==> src/rtl/data_bus_arbiter_pkg.sv <==
// data_bus_arbiter_pkg: shared widths, bus typedefs and owner encoding for the
// two-master data bus arbiter.
//   Addr / Data / ByteEn : DataBus field types
//   ArbOwner             : which master currently owns the shared slave
//   bus_req_t            : muxed request payload routed to the slave
package data_bus_arbiter_pkg;

  localparam int unsigned ADDR_W  = 32;
  localparam int unsigned DATA_W  = 32;
  localparam int unsigned BE_W    = DATA_W / 8;
  localparam int unsigned BURST_W = 4;

  typedef logic [ADDR_W-1:0] Addr;
  typedef logic [DATA_W-1:0] Data;
  typedef logic [BE_W-1:0]   ByteEn;

  typedef enum logic {
    OWNER_M0 = 1'b0,
    OWNER_M1 = 1'b1
  } ArbOwner;

  typedef struct packed {
    Addr   addr;
    ByteEn be;
    logic  we;
    Data   wdata;
  } bus_req_t;

  // One-hot owner view, 00 when nobody owns the bus.
  function automatic logic [1:0] grant_onehot(input logic vld, input ArbOwner owner);
    logic [1:0] g;
    g = 2'b00;
    if (vld) g = (owner == OWNER_M0) ? 2'b01 : 2'b10;
    return g;
  endfunction

endpackage

==> src/rtl/data_bus_arbiter_if.sv <==
// data_bus_arbiter_if: DataBus request/response bundle.
//   master modport : drives addr/be/we/wdata, receives rdata/busy
//   slave modport  : receives addr/be/we/wdata, drives rdata/busy
interface data_bus_arbiter_if;
  import data_bus_arbiter_pkg::*;

  Addr   addr;
  ByteEn be;
  logic  we;
  Data   wdata;
  Data   rdata;
  logic  busy;

  modport master (output addr, be, we, wdata, input rdata, busy);
  modport slave  (input addr, be, we, wdata, output rdata, busy);

endinterface

==> src/rtl/data_bus_arbiter_grant.sv <==
// data_bus_arbiter_grant: pure combinational owner selection.
// Build option: DATA_BUS_ARBITER_RR_EN selects round-robin (uses last_i);
// otherwise fixed priority to master 0 with a MAX_BURST starvation guard.
//   lock_i / lock_owner_i : held ownership across a busy transaction
//   last_i                : last completing master (round-robin only)
//   burst_cnt_i           : consecutive master-0 completions while master 1 waits
//   req0_i / req1_i       : request lines
//   owner_vld_c_o / owner_c_o : selected owner, combinational
module data_bus_arbiter_grant
  import data_bus_arbiter_pkg::*;
#(
  parameter int unsigned MAX_BURST = 4
) (
  input  logic               lock_i,
  input  ArbOwner            lock_owner_i,
`ifdef DATA_BUS_ARBITER_RR_EN
  input  ArbOwner            last_i,
`else
  input  logic [BURST_W-1:0] burst_cnt_i,
`endif
  input  logic               req0_i,
  input  logic               req1_i,
  output logic               owner_vld_c_o,
  output ArbOwner            owner_c_o
);

  // Lock beats contention; contention resolves by mode; a lone requester wins.
  always_comb begin
    owner_vld_c_o = 1'b0;
    owner_c_o     = OWNER_M0;
    if (lock_i) begin
      owner_vld_c_o = 1'b1;
      owner_c_o     = lock_owner_i;
    end else if (req0_i && req1_i) begin
      owner_vld_c_o = 1'b1;
`ifdef DATA_BUS_ARBITER_RR_EN
      owner_c_o     = (last_i == OWNER_M0) ? OWNER_M1 : OWNER_M0;
`else
      owner_c_o     = (burst_cnt_i >= BURST_W'(MAX_BURST)) ? OWNER_M1 : OWNER_M0;
`endif
    end else if (req0_i) begin
      owner_vld_c_o = 1'b1;
      owner_c_o     = OWNER_M0;
    end else if (req1_i) begin
      owner_vld_c_o = 1'b1;
      owner_c_o     = OWNER_M1;
    end
  end

endmodule

==> src/rtl/data_bus_arbiter.sv <==
// data_bus_arbiter: shares one DataBus slave between master 0 (core data port)
// and master 1 (debug/DMA). Ownership is held across busy transactions and the
// losing requester is stalled through its busy line.
// Build option: DATA_BUS_ARBITER_RR_EN -> round-robin; default -> fixed
// priority to master 0 with MAX_BURST (1..15) starvation guard for master 1.
//   i_clock, i_reset_n : clock, async active-low reset
//   i_req0, i_req1     : per-master request valid
//   m0, m1             : master ports (DataBus slave side)
//   mem                : shared slave port (DataBus master side)
//   o_grant            : one-hot current owner (debug/coverage), combinational
module data_bus_arbiter
  import data_bus_arbiter_pkg::*;
#(
  parameter int unsigned MAX_BURST = 4
) (
  input  logic                      i_clock,
  input  logic                      i_reset_n,
  input  logic                      i_req0,
  input  logic                      i_req1,
  data_bus_arbiter_if.slave         m0,
  data_bus_arbiter_if.slave         m1,
  data_bus_arbiter_if.master        mem,
  output logic [1:0]                o_grant
);

  logic     lock_q, lock_d;
  ArbOwner  lock_owner_q, lock_owner_d;
  logic     owner_vld;
  ArbOwner  owner;
  logic     done;
  bus_req_t mem_req;

`ifdef DATA_BUS_ARBITER_RR_EN
  // Completion history only steers round-robin; fixed priority uses burst_cnt instead.
  ArbOwner last_q, last_d;
`else
  logic [BURST_W-1:0] burst_cnt_q, burst_cnt_d;
`endif

  data_bus_arbiter_grant #(.MAX_BURST(MAX_BURST)) u_grant (
    .lock_i        (lock_q),
    .lock_owner_i  (lock_owner_q),
`ifdef DATA_BUS_ARBITER_RR_EN
    .last_i        (last_q),
`else
    .burst_cnt_i   (burst_cnt_q),
`endif
    .req0_i        (i_req0),
    .req1_i        (i_req1),
    .owner_vld_c_o (owner_vld),
    .owner_c_o     (owner)
  );

  assign done    = owner_vld & ~mem.busy;
  assign o_grant = grant_onehot(owner_vld, owner);

  // Owner's payload to the slave; write strobe gated by the owner's live req.
  always_comb begin
    mem_req = '0;
    if (owner_vld) begin
      if (owner == OWNER_M0) begin
        mem_req.addr  = m0.addr;
        mem_req.be    = m0.be;
        mem_req.we    = m0.we & i_req0;
        mem_req.wdata = m0.wdata;
      end else begin
        mem_req.addr  = m1.addr;
        mem_req.be    = m1.be;
        mem_req.we    = m1.we & i_req1;
        mem_req.wdata = m1.wdata;
      end
    end
  end

  assign mem.addr  = mem_req.addr;
  assign mem.be    = mem_req.be;
  assign mem.we    = mem_req.we;
  assign mem.wdata = mem_req.wdata;

  assign m0.rdata = mem.rdata;
  assign m1.rdata = mem.rdata;

  // A non-owner stalls exactly when it is requesting.
  assign m0.busy = (owner_vld && owner == OWNER_M0) ? mem.busy : i_req0;
  assign m1.busy = (owner_vld && owner == OWNER_M1) ? mem.busy : i_req1;

  // Lock is re-evaluated every cycle; it survives only while the slave stays busy.
  always_comb begin
    lock_d       = 1'b0;
    lock_owner_d = lock_owner_q;
    if (owner_vld && mem.busy) begin
      lock_d       = 1'b1;
      lock_owner_d = owner;
    end
  end

  always_ff @(posedge i_clock or negedge i_reset_n) begin
    if (!i_reset_n) begin
      lock_q       <= 1'b0;
      lock_owner_q <= OWNER_M0;
    end else begin
      lock_q       <= lock_d;
      lock_owner_q <= lock_owner_d;
    end
  end

`ifdef DATA_BUS_ARBITER_RR_EN
  always_comb begin
    last_d = last_q;
    if (done) last_d = owner;
  end

  // Reset to M1 so master 0 wins the first contention.
  always_ff @(posedge i_clock or negedge i_reset_n) begin
    if (!i_reset_n) last_q <= OWNER_M1;
    else            last_q <= last_d;
  end
`else
  // Counts master-0 completions while master 1 waits; saturates at all-ones.
  always_comb begin
    burst_cnt_d = burst_cnt_q;
    if (!i_req1 || (done && owner == OWNER_M1)) begin
      burst_cnt_d = '0;
    end else if (done && owner == OWNER_M0 && burst_cnt_q != '1) begin
      burst_cnt_d = burst_cnt_q + BURST_W'(1);
    end
  end

  always_ff @(posedge i_clock or negedge i_reset_n) begin
    if (!i_reset_n) burst_cnt_q <= '0;
    else            burst_cnt_q <= burst_cnt_d;
  end
`endif

endmodule

==> src/flat_wrapper.sv <==
// flat-port wrapper written by rule: the top's interface ports become plain ports
module data_bus_arbiter_flat import data_bus_arbiter_pkg::*;
#(
  parameter int unsigned MAX_BURST = 4
)
  (i_clock, i_reset_n, i_req0, i_req1, o_grant, m0_addr, m0_be, m0_we, m0_wdata, m0_rdata, m0_busy, m1_addr, m1_be, m1_we, m1_wdata, m1_rdata, m1_busy, mem_addr, mem_be, mem_we, mem_wdata, mem_rdata, mem_busy);
  data_bus_arbiter_if m0_i ();
  data_bus_arbiter_if m1_i ();
  data_bus_arbiter_if mem_i ();
  input  logic i_clock;
  input  logic i_reset_n;
  input  logic i_req0;
  input  logic i_req1;
  output logic [1:0] o_grant;
  input wire logic [$bits(m0_i.addr)-1:0] m0_addr;
  input wire logic [$bits(m0_i.be)-1:0] m0_be;
  input wire logic [$bits(m0_i.we)-1:0] m0_we;
  input wire logic [$bits(m0_i.wdata)-1:0] m0_wdata;
  output wire logic [$bits(m0_i.rdata)-1:0] m0_rdata;
  output wire logic [$bits(m0_i.busy)-1:0] m0_busy;
  input wire logic [$bits(m1_i.addr)-1:0] m1_addr;
  input wire logic [$bits(m1_i.be)-1:0] m1_be;
  input wire logic [$bits(m1_i.we)-1:0] m1_we;
  input wire logic [$bits(m1_i.wdata)-1:0] m1_wdata;
  output wire logic [$bits(m1_i.rdata)-1:0] m1_rdata;
  output wire logic [$bits(m1_i.busy)-1:0] m1_busy;
  output wire logic [$bits(mem_i.addr)-1:0] mem_addr;
  output wire logic [$bits(mem_i.be)-1:0] mem_be;
  output wire logic [$bits(mem_i.we)-1:0] mem_we;
  output wire logic [$bits(mem_i.wdata)-1:0] mem_wdata;
  input wire logic [$bits(mem_i.rdata)-1:0] mem_rdata;
  input wire logic [$bits(mem_i.busy)-1:0] mem_busy;
  assign m0_i.addr = m0_addr;
  assign m0_i.be = m0_be;
  assign m0_i.we = m0_we;
  assign m0_i.wdata = m0_wdata;
  assign m0_rdata = m0_i.rdata;
  assign m0_busy = m0_i.busy;
  assign m1_i.addr = m1_addr;
  assign m1_i.be = m1_be;
  assign m1_i.we = m1_we;
  assign m1_i.wdata = m1_wdata;
  assign m1_rdata = m1_i.rdata;
  assign m1_busy = m1_i.busy;
  assign mem_addr = mem_i.addr;
  assign mem_be = mem_i.be;
  assign mem_we = mem_i.we;
  assign mem_wdata = mem_i.wdata;
  assign mem_i.rdata = mem_rdata;
  assign mem_i.busy = mem_busy;
  data_bus_arbiter #(.MAX_BURST(MAX_BURST)) u_core (.i_clock(i_clock), .i_reset_n(i_reset_n), .i_req0(i_req0), .i_req1(i_req1), .m0(m0_i), .m1(m1_i), .mem(mem_i), .o_grant(o_grant));
endmodule
==> config.mk <==
export PLATFORM = sky130hd
export DESIGN_NAME = data_bus_arbiter_flat
export DESIGN_NICKNAME = d
export VERILOG_FILES = /design/src/rtl/data_bus_arbiter_pkg.sv /design/src/rtl/data_bus_arbiter_if.sv /design/src/rtl/data_bus_arbiter_grant.sv /design/src/rtl/data_bus_arbiter.sv /design/src/flat_wrapper.sv
export SDC_FILE = /design/constraint.sdc
export NUM_CORES = 1
export LEC_CHECK = 0
export BUFFER_PORTS_ARGS = -buffer_cell sky130_fd_sc_hd__buf_2
export CAP_MARGIN = 5
export CELL_PAD_IN_SITES_DETAIL_PLACEMENT = 2
export CELL_PAD_IN_SITES_GLOBAL_PLACEMENT = 2
export CORE_MARGIN = 2
export CORE_UTILIZATION = 10
export CTS_CLUSTER_SIZE = 24
export DETAILED_ROUTE_END_ITERATION = 8
export MAX_ROUTING_LAYER = met4
export PLACE_DENSITY_LB_ADDON = 0.3
export SETUP_SLACK_MARGIN = 0.3
export SYNTH_ARGS = -nofsm -noshare
export SYNTH_HDL_FRONTEND = slang
export SYNTH_SLANG_ARGS = --single-unit
export TNS_END_PERCENT = 50
==> constraint.sdc <==
create_clock -name i_clock -period 2.9 [get_ports i_clock]
set_input_delay 0.145 -clock i_clock [delete_from_list [all_inputs] [get_ports i_clock]]
set_output_delay 0.145 -clock i_clock [all_outputs]
set_load 0.05 [all_outputs]
==> flow_summary.json <==
{
  "status": "finished clean",
  "worstMarginPinSlew_ns": 0.617,
  "p_total_w": 0.00127,
  "clk_latency_ns": 0.22,
  "layout_common_cells": "215 x buf_2, 68 x a22o_1, 6 x dfrtp_1",
  "grt_overflow": 0,
  "post-synth-top-area-fraction_pct": 38.0,
  "io_buffers": 215,
  "synth_seq_cells": 6,
  "ys_warn_count": 0,
  "syn_nets": 368,
  "max-vdd-ir-drop_v": 0.000219,
  "met3_usage_pct": 2.23,
  "grt_usage_pct": 9.16,
  "fp.dieArea_mm2": 0.0167,
  "grt_pass1_wl_um": 11800,
  "nets": 512,
  "r2r-start": "u_core.lock_q$_DFF_PN0_",
  "path_max_fanout": 31,
  "rsz0062_at_grt": "no",
  "timing.hold.ws_ns": 0.270,
  "postSynthAreaPerCell_um2": 8.16,
  "drc": 0,
  "clock-sinks": 6,
  "wl_per_cell_um": 15.6,
  "syn_to_final_growth_pct": 56.5,
  "synthesis.area_mm2": 0.00157,
  "path_class": "flop to output pin",
  "syn_inst": 192,
  "dr.pass1.iters": 4,
  "yosysTopAreaCell": "a22o_1",
  "max-slew-margin-rel_pct": 58.5,
  "power_leakage_nw": 1.41,
  "numCtsBuffers": 3,
  "root_buffer": "clkbuf_16",
  "synth.area.top_cells": "a22o_1 38%, buf_4 33%, dfrtp_1 9.6%",
  "ys_seq_area_share_pct": 9.58,
  "rows": 45,
  "setup_tns_ns": 0,
  "cts_tree": "built",
  "fin_crit_sh_pct": 83.2,
  "fmax_mhz": 414,
  "cts_resized": 0,
  "via_per_inst": 3.80,
  "cap_violations": 0,
  "layout.cells.non_filler": 545,
  "core-area_mm2": 0.0153,
  "placed_cells": 541,
  "antenna_left": 0,
  "end_kind": "output pin",
  "chipHeight_um": 129,
  "startpoint_type": "flop",
  "ios": 312,
  "worstPathArrival_ns": 2.27,
  "grt_use_met2_pct": 16.3,
  "h-tree-depth": 1,
  "skew_ns": 0.00135,
  "start_util_pct": 10.3,
  "hold_path_class": "input port to asynchronous set/reset pin",
  "cts.clk_slew.worst_paths_ns": 0.03,
  "startpoint": "u_core.lock_q$_DFF_PN0_",
  "hpwlAfterDp_um": 7290,
  "drt_wl_total_um": 8510,
  "gp_congestion": 0.758,
  "clk_path_buf_depth": 2,
  "drive_gt1_share_pct": 67.7,
  "setup_viol": 0,
  "final_common_cell": "buf_2",
  "grtUsageMet1_pct": 10.3,
  "fin_ws_ns": 0.487,
  "num_vias": 2071,
  "grt_pass1_vias": 2103,
  "hold_viol": 0,
  "grt_antenna_before_repair": 0,
  "drv_slew": 0,
  "ys_types": 30,
  "top_usage_layer": "met2",
  "crit_required_ns": 2.76,
  "grt_max_degree": 46,
  "first_iter_violations": 21,
  "n_antenna_cell": 0,
  "placement.setup.worst_slack_ns": 0.666,
  "die_w_um": 129,
  "p_per_area_mw_per_mm2": 520,
  "layout_min_cycle_time_ns": 2.41
}
==> Yosys cell counts, drive strengths merged <==
cell	count
mux2	2
a211oi	2
o21ai	2
clkbuf	1
a21oi	5
nand3	2
nand2b	1
nor2	4
dfrtp	6
nor3b	1
nor4	1
a31oi	1
ha	1
nor4b	1
inv	3
o221ai	1
nand3b	1
o31ai	4
nor2b	1
nand2	2
a22o	68
and3	1
nor4bb	1
buf	80
==> where the power goes <==
group / switching (W) / internal [W] / leakage, nW
Combinational: 0.000695 / 0.000266 / 1.29
Clock: 0.0000418 / 0.000176 / 0.0370
Sequential: 0.00000524 / 0.0000893 / 0.0802
==> per-stage QoR <==
stage	area, um2	utilization (%)
final	2450	16.1
after CTS	2450	16.1
after global placement	2370	15.5
after floorplan	1570	-
after detailed placement	2370	15.5
after global routing	2450	16.1
==> kinds of logic after synthesis <==
family	share of synthesized area, %
AO/OA/AOI/OAI	44.5
adder cells (fa/ha/maj)	0.799
buffers and inverters	37.9
flip-flops	9.58
multiplexers	1.44
AND/OR/NAND/NOR	5.83
==> layer usage <==
metal  wire length [um]  part of all wire, %
met1               3170                   37
met2               4410                   52
met3                806                  9.5
met4                121                  1.4
met5                  0                    0
==> sequential cells by signal, indices dropped and copies added, names as in the netlist <==
| name | count |
|---|---|
| u_core.burst_cnt_q | 4 |
| u_core.lock_q | 1 |
| u_core.lock_owner_q | 1 |
==> what timing repair did <==
| item | CTS | global route |
|---|---|---|
| buffers inserted | 0 | 0 |
| hold endpoints to repair | 6 | 0 |
| hold buffers | 1 | 0 |
==> worst max-delay path, cell delays in order (launching register included) <==
cell	delay (ns)
dfrtp_1	0.43
nand2b_1	0.23
o21ai_4	0.46
buf_4	0.42
a22o_1	0.22
buf_2	0.26
==> final timing paths <==
kind	slack [ns]	cells after the start	endpoint
worst max-delay path	0.49	5	mem_addr[1]
worst min-delay path	0.27	2	u_core.burst_cnt_q[0]$_DFFE_PN0P_
worst max register to register	1.07	4	u_core.lock_owner_q$_DFFE_PN0P_
worst min register to register	0.55	1	u_core.lock_owner_q$_DFFE_PN0P_
max in group asynchronous	2.48	2	u_core.lock_owner_q$_DFFE_PN0P_
min in group i_clock	0.29	0	m0_rdata[25]
==> area by class of cell <==
type                            count  area, um2
Fill cell                        1835      12800
Multi-Input combinational cell    102        835
Tap cell                          211        264
Timing Repair Buffer              220       1120
Clock buffer                        3       75.1
Sequential cell                     6        150
Inverter                            3       11.3
(Power assumes the default switching activity.)
